`src/rtl/datapath_sequencer.sv`:
```
// Moore control sequencer for the Mini SRC datapath: register preload and
// instruction fetch plus ALU execute, with index-selected GP registers.
module datapath_sequencer #(
  parameter int DATA_W    = 32,
  parameter int NUM_REGS  = 16,
  parameter int REG_IDX_W = 4,
  parameter int HILO_EN   = 1
) (
  input  logic                 Clock,
  input  logic                 Clear_n,
  input  logic                 Start,
  input  logic                 Cmd,
  input  logic [3:0]           Op,
  input  logic [REG_IDX_W-1:0] Ra,
  input  logic [REG_IDX_W-1:0] Rb,
  input  logic [REG_IDX_W-1:0] Rc,
  input  logic [DATA_W-1:0]    Data,
  input  logic [DATA_W-1:0]    Instr,
  output logic                 PCout,
  output logic                 Zlowout,
  output logic                 Zhighout,
  output logic                 MDRout,
  output logic                 MARin,
  output logic                 Zin,
  output logic                 PCin,
  output logic                 MDRin,
  output logic                 IRin,
  output logic                 Yin,
  output logic                 HIin,
  output logic                 LOin,
  output logic                 IncPC,
  output logic                 Read,
  output logic                 AluEn,
  output logic [3:0]           AluOp,
  output logic [NUM_REGS-1:0]  Rin,
  output logic [NUM_REGS-1:0]  Rout,
  output logic [DATA_W-1:0]    Mdatain,
  output logic                 Busy,
  output logic                 Done,
  output logic                 Err
);

  typedef enum logic [3:0] {
    S_IDLE, S_ERR, S_LD_A, S_LD_B,
    S_T0, S_T1, S_T2, S_T3, S_T4, S_T5, S_T6,
    S_DONE
  } state_t;

  localparam logic [REG_IDX_W:0] NREG_W = (REG_IDX_W+1)'(NUM_REGS);

  state_t state_reg, state_next;

  logic                 cmd_reg;
  logic [3:0]           op_reg;
  logic [REG_IDX_W-1:0] ra_reg, rb_reg, rc_reg;
  logic [DATA_W-1:0]    data_reg, instr_reg;

  // Legality of the command presented at Start; an index only counts if the
  // command actually uses it (MUL/DIV write LO, so Ra is unused there).
  logic a_bad, b_bad, c_bad;
  logic in_unary, in_hilo, op_bad, cmd_legal;

  assign a_bad    = {1'b0, Ra} >= NREG_W;
  assign b_bad    = {1'b0, Rb} >= NREG_W;
  assign c_bad    = {1'b0, Rc} >= NREG_W;
  assign in_unary = (Op == 4'hC) || (Op == 4'hD);
  assign in_hilo  = (Op == 4'h4) || (Op == 4'h6);
  assign op_bad   = (Op == 4'h5) || (Op == 4'hE) || (Op == 4'hF) ||
                    (in_hilo && (HILO_EN == 0));

  always_comb begin
    if (Cmd) begin
      cmd_legal = !a_bad;
    end else begin
      cmd_legal = !op_bad && !b_bad && !(c_bad && !in_unary) &&
                  !(a_bad && !in_hilo);
    end
  end

  logic lat_unary, lat_hilo;
  assign lat_unary = (op_reg == 4'hC) || (op_reg == 4'hD);
  assign lat_hilo  = (op_reg == 4'h4) || (op_reg == 4'h6);

  logic [NUM_REGS-1:0] ra_hot, rb_hot, rc_hot;

  genvar gi;
  generate
    for (gi = 0; gi < NUM_REGS; gi++) begin : g_hot
      assign ra_hot[gi] = (ra_reg == REG_IDX_W'(gi));
      assign rb_hot[gi] = (rb_reg == REG_IDX_W'(gi));
      assign rc_hot[gi] = (rc_reg == REG_IDX_W'(gi));
    end
  endgenerate

  always_ff @(posedge Clock or negedge Clear_n) begin
    if (!Clear_n) begin
      state_reg <= S_IDLE;
    end else begin
      state_reg <= state_next;
    end
  end

  // Command latches only load on an accepted Start; held otherwise.
  always_ff @(posedge Clock or negedge Clear_n) begin
    if (!Clear_n) begin
      cmd_reg   <= 1'b0;
      op_reg    <= '0;
      ra_reg    <= '0;
      rb_reg    <= '0;
      rc_reg    <= '0;
      data_reg  <= '0;
      instr_reg <= '0;
    end else if ((state_reg == S_IDLE) && Start) begin
      cmd_reg   <= Cmd;
      op_reg    <= Op;
      ra_reg    <= Ra;
      rb_reg    <= Rb;
      rc_reg    <= Rc;
      data_reg  <= Data;
      instr_reg <= Instr;
    end
  end

  always_comb begin
    state_next = state_reg;
    case (state_reg)
      S_IDLE: begin
        if (Start) begin
          if (!cmd_legal)  state_next = S_ERR;
          else if (Cmd)    state_next = S_LD_A;
          else             state_next = S_T0;
        end
      end
      S_ERR:  state_next = S_IDLE;
      S_LD_A: state_next = S_LD_B;
      S_LD_B: state_next = S_DONE;
      S_T0:   state_next = S_T1;
      S_T1:   state_next = S_T2;
      S_T2:   state_next = S_T3;
      S_T3:   state_next = lat_unary ? S_T5 : S_T4;
      S_T4:   state_next = S_T5;
      S_T5:   state_next = lat_hilo ? S_T6 : S_DONE;
      S_T6:   state_next = S_DONE;
      S_DONE: state_next = S_IDLE;
      default: state_next = S_IDLE;
    endcase
  end

  assign AluOp = op_reg;

  always_comb begin
    PCout    = 1'b0;
    Zlowout  = 1'b0;
    Zhighout = 1'b0;
    MDRout   = 1'b0;
    MARin    = 1'b0;
    Zin      = 1'b0;
    PCin     = 1'b0;
    MDRin    = 1'b0;
    IRin     = 1'b0;
    Yin      = 1'b0;
    HIin     = 1'b0;
    LOin     = 1'b0;
    IncPC    = 1'b0;
    Read     = 1'b0;
    AluEn    = 1'b0;
    Rin      = '0;
    Rout     = '0;
    Mdatain  = '0;
    Busy     = 1'b1;
    Done     = 1'b0;
    Err      = 1'b0;
    case (state_reg)
      S_IDLE: Busy = 1'b0;
      S_ERR: begin
        Busy = 1'b0;
        Done = 1'b1;
        Err  = 1'b1;
      end
      S_LD_A: begin
        Read    = 1'b1;
        MDRin   = 1'b1;
        Mdatain = data_reg;
      end
      S_LD_B: begin
        MDRout = 1'b1;
        Rin    = ra_hot;
      end
      S_T0: begin
        PCout = 1'b1;
        MARin = 1'b1;
        IncPC = 1'b1;
        Zin   = 1'b1;
      end
      S_T1: begin
        Zlowout = 1'b1;
        PCin    = 1'b1;
        Read    = 1'b1;
        MDRin   = 1'b1;
        Mdatain = instr_reg;
      end
      S_T2: begin
        MDRout = 1'b1;
        IRin   = 1'b1;
      end
      S_T3: begin
        Rout = rb_hot;
        // Unary ops compute straight from the B operand; no Y staging.
        if (lat_unary) begin
          AluEn = 1'b1;
          Zin   = 1'b1;
        end else begin
          Yin = 1'b1;
        end
      end
      S_T4: begin
        Rout  = rc_hot;
        AluEn = 1'b1;
        Zin   = 1'b1;
      end
      S_T5: begin
        Zlowout = 1'b1;
        if (lat_hilo) LOin = 1'b1;
        else          Rin  = ra_hot;
      end
      S_T6: begin
        Zhighout = 1'b1;
        HIin     = 1'b1;
      end
      S_DONE: begin
        Busy = 1'b0;
        Done = 1'b1;
      end
      default: Busy = 1'b0;
    endcase
  end

endmodule

```
`config.mk`:
```
export PLATFORM = sky130hd
export DESIGN_NAME = datapath_sequencer
export DESIGN_NICKNAME = d
export VERILOG_FILES = /design/src/rtl/datapath_sequencer.sv
export SDC_FILE = /design/constraint.sdc
export NUM_CORES = 1
export LEC_CHECK = 0
export CAP_MARGIN = 25
export CORE_UTILIZATION = 43
export DETAILED_ROUTE_END_ITERATION = 8
export HOLD_SLACK_MARGIN = 0.12
export PLACE_DENSITY = 0.87
export SETUP_SLACK_MARGIN = 0.5
export SLEW_MARGIN = 15
export SYNTH_ARGS = -nofsm -noshare
export SYNTH_HDL_FRONTEND = slang
export SYNTH_SLANG_ARGS = --single-unit
```
`constraint.sdc`:
```
create_clock -name Clock -period 2.7 [get_ports Clock]
set_input_delay 0.54 -clock Clock [delete_from_list [all_inputs] [get_ports Clock]]
set_output_delay 0.54 -clock Clock [all_outputs]
set_load 0.02 [all_outputs]
```
---- Word level (Yosys, flattened, before mapping) ----
Cells that the tools add are included.
storage, ports and cells
  output and inout bits ................... 86
  register bits ........................... 84
  logic and storage cells ................. 116
  input port bits ......................... 84
operators by class
  multiplexer cells ....................... 28
  eq/ne operators ......................... 64
  reduce and logical (&&, ||, !) cells .... 17
operators by type and width
  cell                                                              count
  4-bit == test (second input constant)                             32
  4-bit by 3-bit == test with 1-bit output (second input constant)  19
  16-bit case mux with 2 select lines                               2
  32-bit case mux with 2 select lines                               1
  4-bit case mux with 9 select lines                                1
  4-bit by 2-bit == test with 1-bit output (second input constant)  8
  1-bit two-way mux                                                 18
  4-bit by 1-bit == test with 1-bit output (second input constant)  4
  4-bit logical NOT                                                 4
  16-bit two-way mux                                                1
  2-bit OR reduction                                                6
  9-bit OR reduction                                                1
  3-bit two-way mux                                                 2
  1-bit logical OR                                                  4
  4-bit two-way mux                                                 1
  1-bit case mux with 2 select lines                                2
  2-bit != test (second input constant)                             1
  1-bit logical AND                                                 1
  1-bit logical NOT                                                 1

---- Logic depth before layout (Yosys ltp) ----
Gate-level depths: netlist (run 1).
  depth in word-level cells ............... 8
  depth in mapped cells ................... 6
  depth with buffers taken out ............ 4

---- Worst setup path after synthesis (run 1) ----
No wires, ideal clock.
  path kind ............................... flip-flop to output port
  from .................................... reg state_reg[1]
  to ...................................... out Rout[12]
  required time ........................... 2.160 ns
  path buffers ............................ 2
  data arrival time ....................... 1.965 ns
  setup slack ............................. 0.195 ns
  stages on the path, launching flop included .. 7
  cells stage by stage .................... dfrtp_1 -> buf_6 -> or4b_4 -> buf_6 -> mux2i_4 -> or2_2 -> nor2_1
between the ends
  cells in the longest elaborated chain, start to end .. 2
ends and longest elaborated chain
  item                                                                              line  source
  start: declaration                                                                51    state_t state_reg, state_next;
  start signal: assignment                                                          99    state_reg <= state_next;
  4-bit == test / 4-bit by 3-bit == test with 1-bit output (equally long branches)  173   case (state_reg)
  16-bit case mux with 2 select lines (*)                                           173
  end: declaration                                                                  36    output logic [NUM_REGS-1:0] Rout,
Every way passes the cells marked *; elsewhere a longest branch is shown, timed or not.

---- Final worst setup path (run 1) ----
  from .................................... reg state_reg[0]
  to ...................................... out Rout[13]
The elaborated chain is that of the path after synthesis.

==> results_dict.tcl, run 1 <==
set metrics [dict create \
    die_w_um 99.9 \
    cpPeakStageDelay_ns 0.64 \
    p_leak_nw 3.10 \
    numClockSinks 84 \
    routed.top_layer "met4" \
    area.growth.synth_to_final_pct 76.1 \
    clock_skew_ns 0.0189 \
    wl_met1_um 4990 \
    dr_wl_met2_um 7160 \
    insertion_delay_ns 0.35 \
    synth_common_cells "dfrtp_1, mux2_2, nor2_1" \
    multi_input_area_um2 2320 \
    cts_buffer_depth 2 \
    period_share_pct 101 \
    combPwrFrac_pct 57.0 \
    p_switching_w 0.00309 \
    internal-power_w 0.00494 \
    synth_top_area_share_pct 51.0 \
    failed_checks "negative setup slack" \
    slowest_stage "or4b_4" \
    fin_nets 632 \
    core_area_um2 9280 \
    clock.fmax_mhz 368 \
    cts_tree "built" \
    synthCells 336 \
    yosysWarnings 0 \
    run_status "finished, violations left" \
    power_frac_seq_pct 29.3 \
    ys_types 42 \
    viasPerCell 5.32 \
    grt_pass1_wl_um 18700 \
    synth_ff_type "dfrtp_1" \
    startpoint_type "flop" \
    finalPower_w 0.00802 \
    drv_cap 0 \
    synth.most_common_cell "dfrtp_1" \
    worst_ep_required_time_ns 2.16 \
    synth_seq_area_share_pct 51.0 \
    hpwl_um 7930 \
    routed_wirelength_um 13300 \
    cp_top_family "simple AND/OR/NAND/NOR gates" \
    rows 35 \
    ant_nets 0 \
    switching_share_pct 38.5 \
    die_y_um 99.9 \
    synth_fp_nets 420 \
    grt_max_degree 50 \
    relSlewSlack_pct 60.7 \
    worstSetupEndpointType "output port" \
    cts.hold.buffers_added 0 \
    regArea_um2 2100 \
    drc 0 \
    slew_viol_final 0 \
    antenna_found_initial 0 \
    p_clk_share_pct 13.7 \
    htreeDepth 3 \
    die_area_um2 9990 \
    initial_core_util_pct 44.4 \
    path_clk_slew_ns 0.09 \
    met3WireLength_um 821 \
    cp.arrival_ns 2.18 \
    tightest_slew_ns 0.582 \
    syn_area_per_cell_um2 12.3 \
    port_buffers 169 \
    drive_gt1_share_pct 55.3 \
    peakVddDrop_uv 675 \
    synth_edf_count 0 \
    synthArstFlopShare_pct 100 \
    hold_ws_ns 0.146 \
    fin_ws_ns -0.0193 \
    crit_buf_inv 1 \
    worstSetupPathType "reg -> out" \
    syn-cell-area_um2 4120 \
    grt_usage_pct 24.4 \
    ys_ff_latch 84 \
    crit_fanout 6 \
    nFillCells 586 \
    setup_viol 3 \
    yosys.area.top_type "dfrtp_1" \
    powerDensity_nw_per_um2 1100 \
    grt_pass1_vias 3697 \
    drtIter0Drc 131 \
    cts_buffers 9 \
    cts_root_buf "clkbuf_8" \
    ioPinCount 170 \
    period_needed_ns 2.72 \
    hold_violations 0 \
    post_drt_wl_per_cell_um 19.6 \
    overflow 0 \
    gp_congestion 0.808 \
    vias 3623 \
    rsz0062_at_grt "yes" \
    hold_class "in -> async" \
    cp_cell_sequence "or4b_4 > mux2i_4 > or2_4 > nor2_4 > buf_6" \
    first_pass_iters 4 \
    synthTopCellsByArea "dfrtp_1, mux2_2, a22o_1" \
    antenna_cells 0 \
]
## repair_timing
item                                   4_1_cts  5_1_grt
gates cloned                                 5        1
endpoints found under the hold margin        0        0
pin swaps                                   14       45
setup endpoints to repair                   82       77
buffers inserted                            17       17
gates resized for setup                    425      141
## path summary, 6_finish.rpt
path	startpoint	to	slack, ns	cells after the start
worst max-delay path	state_reg[0]$_DFFE_PN0P_	Rout[13]	-0.02	5
worst min-delay path	Clear_n	data_reg[23]$_DFFE_PN0P_	0.15	1
worst max register to register	state_reg[1]$_DFFE_PN0P_	state_reg[2]$_DFFE_PN0P_	0.53	9
worst min register to register	instr_reg[20]$_DFFE_PN0P_	instr_reg[20]$_DFFE_PN0P_	0.51	1
max in group asynchronous	Clear_n	data_reg[15]$_DFFE_PN0P_	1.92	2
min in group Clock	instr_reg[20]$_DFFE_PN0P_	instr_reg[20]$_DFFE_PN0P_	0.51	1
## power groups by stage
stage,clock [W],combinational (W),sequential [W]
floorplan,0,0.00221,0.00226
detailed placement,0,0.00345,0.00234
global route,0.00117,0.00480,0.00243
CTS,0.00111,0.00381,0.00232
finish,0.00110,0.00457,0.00235
global placement,0,0.00334,0.00228
## logic make-up (layout without fill, tap and decap cells)
kind of cell    Yosys count  count (layout)  share of synthesized area, %
compound gates           50              50                          10.4
mux                      84              84                          23.7
buf+inv                  26             242                          3.43
xor+xnor                  2               2                         0.425
flops                    84              84                          51.0
simple gates             90              90                          11.1
## metrics by stage
step / setup TNS, ns / area (um2) / instances / utilization (%) / setup slack, ns
6_report: -0.0309 / 7260 / 681 / 78.2 / -0.0193
5_1_grt: -0.475 / 7260 / 681 / 78.2 / -0.0723
4_1_cts: -0.175 / 6630 / 663 / 71.4 / -0.0695
3_5_place_dp: -1.47 / 6200 / 626 / 66.7 / -0.147
3_3_place_gp: -0.601 / 6200 / 626 / 66.7 / -0.0761
2_1_floorplan: 0 / 4270 / 336 / - / 0.392
## area by class of cell
type	count	area share (%)
Sequential cell	84	28.9
Clock buffer	10	1.90
Timing Repair Buffer	225	33.3
Tap cell	129	2.22
Multi-Input combinational cell	226	32.0
Inverter	2	0.103
Clock inverter	5	1.50
## cells in the final DEF (no fill, tap or decap), drive strengths merged, types with 8 or more instances in the layout
cell type / synthesis / routed
a22o: 33 / 33
nand2: 11 / 11
nand2b: 12 / 12
clkbuf: 7 / 11
mux2: 80 / 80
clkdlybuf4s50: 0 / 86
buf: 17 / 138
nor2: 41 / 41
nor3: 8 / 8
dfrtp: 84 / 84
## metal layers
metal	track usage, %	vias to the layer above
li1	-	1644
met1	28.1	1791
met2	45.1	159
met3	5.15	29
met4	7.69	0
met5	0	-
## worst reg2reg max path, delay by kind of cell, from the launching register on
kind / cells / cell delay (ns)
AOI/OAI and AO/OA: 1 / 0.24
buffers and inverters: 6 / 0.75
DFF: 1 / 0.40
and+or+nand+nor: 2 / 0.72
Note: power is estimated with default switching activity, not from simulation.
==> run 2: changes to the inputs <==
- CAP_MARGIN: 25 -> 10
- SETUP_SLACK_MARGIN: 0.5 -> not set
==> results_dict.tcl, run 2 (synthesis gave the netlist of run 1 again) <==
set metrics [dict create \
    ioPinCount 170 \
    crit_fanout 4 \
    ant_nets 0 \
    path_clk_slew_ns 0.08 \
    relSlewSlack_pct 64.9 \
    antenna_found_initial 0 \
    drc 0 \
    pre_cts_ws_ns -0.141 \
    grt_pass1_vias 3525 \
    failed_checks "negative setup slack" \
    layout_common_cells "clkdlybuf4s50_1, dfrtp_1, mux2_2" \
    grt_pass1_wl_um 17900 \
    finalSetupTns_ns -0.624 \
    die_area_um2 9990 \
    area.growth.synth_to_final_pct 58.6 \
    worstSetupEndpointType "output port" \
    cts_buffers 9 \
    nFillCells 673 \
    clock_skew_ns 0.0140 \
    finalPower_w 0.00693 \
    insertion_delay_ns 0.35 \
    first_pass_iters 4 \
    holdPathEnd "instr_reg[2]$_DFFE_PN0P_" \
    rsz0062_at_grt "yes" \
    drtIter0Drc 91 \
    tightest_slew_ns 0.527 \
    overflow 0 \
    r2r_end "data_reg[18]$_DFFE_PN0P_" \
    final_common_cell "clkdlybuf4s50_1" \
    viasPerCell 5.20 \
    run_status "finished, violations left" \
    grt_usage_pct 23.2 \
    powerDensity_nw_per_um2 1060 \
    cp.arrival_ns 2.31 \
    dp.cells 627 \
    fin_nets 603 \
    port_buffers 169 \
    r2r_slack_ns 0.90 \
    worst_ep_required_time_ns 2.16 \
    initial_core_util_pct 44.4 \
    reg2reg_from "state_reg[1]$_DFFE_PN0P_" \
    grt_max_degree 57 \
    cts_buffer_depth 2 \
    hp-start "instr_reg[2]$_DFFE_PN0P_" \
    peakVddDrop_uv 618 \
    vias 3393 \
    r2r_cells 6 \
    die_y_um 99.9 \
    cp_cell_sequence "or4b_4 > buf_12 > mux2i_4 > or2_4 > nor2_1 > buf_4" \
    startpoint_type "flop" \
    slew_viol_final 0 \
    numClockSinks 84 \
    core_area_um2 9280 \
    hold_violations 0 \
    htreeDepth 3 \
    antenna_cells 0 \
    rows 35 \
    drive_gt1_share_pct 41.5 \
    cts_tree "built" \
    routed_wirelength_um 11600 \
    whs_path_depth 1 \
    gp_congestion 0.833 \
    post_drt_wl_per_cell_um 17.8 \
    multi_input_area_um2 2060 \
    stdcell_count 652 \
    setup_viol 12 \
    period_share_pct 105 \
    clock.fmax_mhz 351 \
    drv_cap 0 \
    die_w_um 99.9 \
    worstSetupPathType "reg -> out" \
    p_leak_nw 2.81 \
    hold_class "reg -> reg" \
    fin_ws_ns -0.147 \
    period_needed_ns 2.85 \
    cts_root_buf "clkbuf_8" \
    regArea_um2 2100 \
    cpPeakStageDelay_ns 0.61 \
    hpwl_um 7700 \
    slowest_stage "or4b_4" \
]
-- run 2: cell count changes in the layout (fill, tap and decap cells not counted), moves of 3 or more --
cell | before | now
clkbuf_2 | 0 | 3
nand2_1 | 6 | 10
nor3_4 | 3 | 0
nor2_1 | 9 | 28
buf_2 | 6 | 12
nor2_4 | 30 | 10
clkdlybuf4s50_1 | 86 | 97
nand2_2 | 3 | 0
dlygate4sd2_1 | 0 | 8
nor3_1 | 2 | 6
clkdlybuf4s15_2 | 0 | 28
buf_16 | 5 | 2
buf_6 | 86 | 18
buf_4 | 33 | 17
-- run 2: critical path: cells and delay by family, from the launching register on --
kind                   cells  cell delay (ns)
and+or+nand+nor            3             1.03
DFF                        1             0.40
buffers and inverters      2             0.34
muxes                      1             0.19
-- run 2: stage by stage --
| stage | area [um2] | utilization [%] | hold WS (ns) |
|---|---|---|---|
| final | 6540 | 70.5 | 0.510 |
| after global placement | 6020 | 64.9 | 0.481 |
| after floorplan | 4120 | - | 0.244 |
| after CTS | 6360 | 68.5 | 0.512 |
| after detailed placement | 6020 | 64.9 | 0.492 |
| after global routing | 6540 | 70.5 | 0.521 |
-- run 2: metal layers --
metal  global-route usage, %  share of wire, %  up-vias
met5                       0                 0        -
met2                    41.2                53      133
met1                    27.1                38     1670
met4                    6.22               1.4        0
li1                        -                 -     1571
met3                    7.24               7.6       19
-- run 2: cell type report --
type,count,share of cell area (%)
tap,129,2.47
clock buffer,11,2.16
multi-input combinational,226,31.5
sequential,84,32.1
inverter,2,0.115
timing repair buffer,196,30.5
clock inverter,4,1.13
-- run 2: how the worst max path moves through the flow --
stage / start / to / slack, ns / depth (start not counted)
3_5_place_dp: state_reg[0]$_DFFE_PN0P_ / Rout[14] / -0.14 / 5
2_1_floorplan: state_reg[1]$_DFFE_PN0P_ / Rout[12] / 0.20 / 6
6_report: state_reg[1]$_DFFE_PN0P_ / Rout[15] / -0.15 / 6
4_1_cts: state_reg[2]$_DFFE_PN0P_ / Rout[15] / -0.1 / 6
3_3_place_gp: state_reg[0]$_DFFE_PN0P_ / Rout[13] / -0.1 / 5
5_1_grt: state_reg[0]$_DFFE_PN0P_ / Rout[15] / -0.20 / 6
-- run 2: report_power, final --
group | internal (W) | switching [W] | leakage, nW
clock | 0.000542 | 0.000436 | 0.109
combinational | 0.00189 | 0.00173 | 1.69
sequential | 0.00189 | 0.000428 | 1.01
-- run 2: what timing repair did --
action	4_1_cts	5_1_grt
setup endpoints to repair	70	71
setup buffers	3	4
hold endpoints to repair	18	0
gates resized for setup	247	48
cloned	2	0
pin swaps	10	10
hold buffers	1	0
==> run 3: changes to the inputs <==
- CORE_MARGIN: not set -> 2
==> results_dict.tcl, run 3 (synthesis gave the netlist of run 1 again) <==
set metrics [dict create \
    die_y_um 102 \
    worstSetupEndpointType "output port" \
    core_area_um2 9280 \
    crit_fanout 4 \
    clock.fmax_mhz 368 \
    slowest_stage "or4b_4" \
    hpwl_um 8280 \
    cp_cell_sequence "or4b_4 > buf_6 > a2bb2oi_2 > or2_4 > nor2_2 > buf_6" \
    startpoint "state_reg[1]$_DFFE_PN0P_" \
    drive_gt1_share_pct 40.4 \
    period_needed_ns 2.72 \
    layout_common_cells "clkdlybuf4s50_1, dfrtp_1, mux2_2" \
    setup_viol 2 \
    path_clk_slew_ns 0.09 \
    cp_top_family "simple AND/OR/NAND/NOR gates" \
    ant_nets 0 \
    slew_viol_final 0 \
    grt_pass1_wl_um 17200 \
    area.growth.synth_to_final_pct 51.1 \
    overflow 0 \
    p_leak_nw 2.74 \
    run_status "finished, violations left" \
    grt_usage_pct 21.3 \
    fin_ws_ns -0.0185 \
    tightest_slew_ns 0.588 \
    r2r_slack_ns 0.90 \
    antenna_cells 0 \
    cts.hold.buffers_added 0 \
    dpl_cell_area_um2 6060 \
    vias 3387 \
    relSlewSlack_pct 60.8 \
    drv_cap 0 \
    reg2reg_from "state_reg[3]$_DFFE_PN0P_" \
    cpMostUsedCell "buf_6" \
    rsz0062_at_grt "yes" \
    crit_buf_inv 2 \
    clock_skew_ns 0.0152 \
    stdcell_area_um2 6230 \
    port_buffers 169 \
    numClockSinks 84 \
    fin_nets 599 \
    die_w_um 102 \
    htreeDepth 3 \
    post-route-util_pct 67.1 \
    hold_ws_ns 0.159 \
    die_area_um2 10400 \
    hold_violations 0 \
    nFillCells 712 \
    viasPerCell 5.22 \
    period_share_pct 101 \
    post_drt_wl_per_cell_um 17.3 \
    routed_wirelength_um 11200 \
    peakVddDrop_uv 476 \
    first_pass_iters 4 \
    cts_buffers 9 \
    startpoint_type "flop" \
    grt_max_degree 48 \
    antenna_found_initial 0 \
    insertion_delay_ns 0.35 \
    rows 35 \
    hold_class "in -> async" \
    cts_tree "built" \
    cp.arrival_ns 2.18 \
    worst_ep_required_time_ns 2.16 \
    cts_root_buf "clkbuf_8" \
    worstSetupPathType "reg -> out" \
    finalSetupTns_ns -0.0274 \
    final_common_cell "clkdlybuf4s50_1" \
    failed_checks "negative setup slack" \
    grt_pass1_vias 3492 \
    cts_buffer_depth 2 \
    cpPeakStageDelay_ns 0.62 \
    drtIter0Drc 115 \
    drc 0 \
    ioPinCount 170 \
    gp_congestion 0.876 \
    powerDensity_nw_per_um2 1040 \
    initial_core_util_pct 44.4 \
]
==> run 3: per-stage QoR <==
stage	setup WS [ns]	cells	total power, W
after global placement	-0.0959	632	0.00551
after detailed placement	-0.126	632	0.00567
final	-0.0185	649	0.00648
after CTS	-0.0449	648	0.00642
after global routing	-0.107	649	0.00687
after floorplan	0.195	336	0.00431
==> run 3: worst paths after layout <==
check                                            endpoint  cells after the start
worst max-delay path                             Rout[11]                      6
worst max register to register  instr_reg[13]$_DFFE_PN0P_                      5
max in group asynchronous       instr_reg[18]$_DFFE_PN0P_                      2
worst min-delay path             data_reg[22]$_DFFE_PN0P_                      1
worst min register to register  instr_reg[16]$_DFFE_PN0P_                      1
min in group Clock              instr_reg[16]$_DFFE_PN0P_                      1
==> run 3: metal layers <==
layer / wire length [um] / vias to the layer above / share of wire (%) / track usage, %
met2: 5780 / 155 / 51 / 37.2
met4: 157 / 0 / 1.4 / 5.95
met3: 947 / 15 / 8.4 / 7.32
li1: - / 1567 / - / -
met1: 4340 / 1650 / 39 / 25.1
met5: 0 / - / 0 / 0
==> run 3: final cells by class <==
class / instances / area [um2] / share of cell area, %
sequential: 84 / 2100 / 33.7
clock buffer: 10 / 128 / 2.05
tap: 129 / 161 / 2.59
multi-input combinational: 226 / 1970 / 31.7
timing repair buffer: 192 / 1810 / 29.0
inverter: 2 / 7.51 / 0.121
clock inverter: 6 / 47.5 / 0.763
==> run 3: worst register-to-register path: stages, from the launching register on <==
cell and delay [ns]:
dfrtp_1 0.35, buf_4 0.20, nor2_1 0.13, nand3_4 0.09
buf_4 0.48, mux2_2 0.44
==> run 3: what timing repair did <==
item | 4_1_cts | 5_1_grt
pin swaps | 0 | 6
resized for setup | 226 | 45
buffers inserted | 0 | 1
setup endpoints to repair | 69 | 64
==> run 3: power by group <==
part / switching (W) / internal, W
clock: 0.000461 / 0.000343
combinational: 0.00161 / 0.00174
sequential: 0.000425 / 0.00189
total: 0.00250 / 0.00398
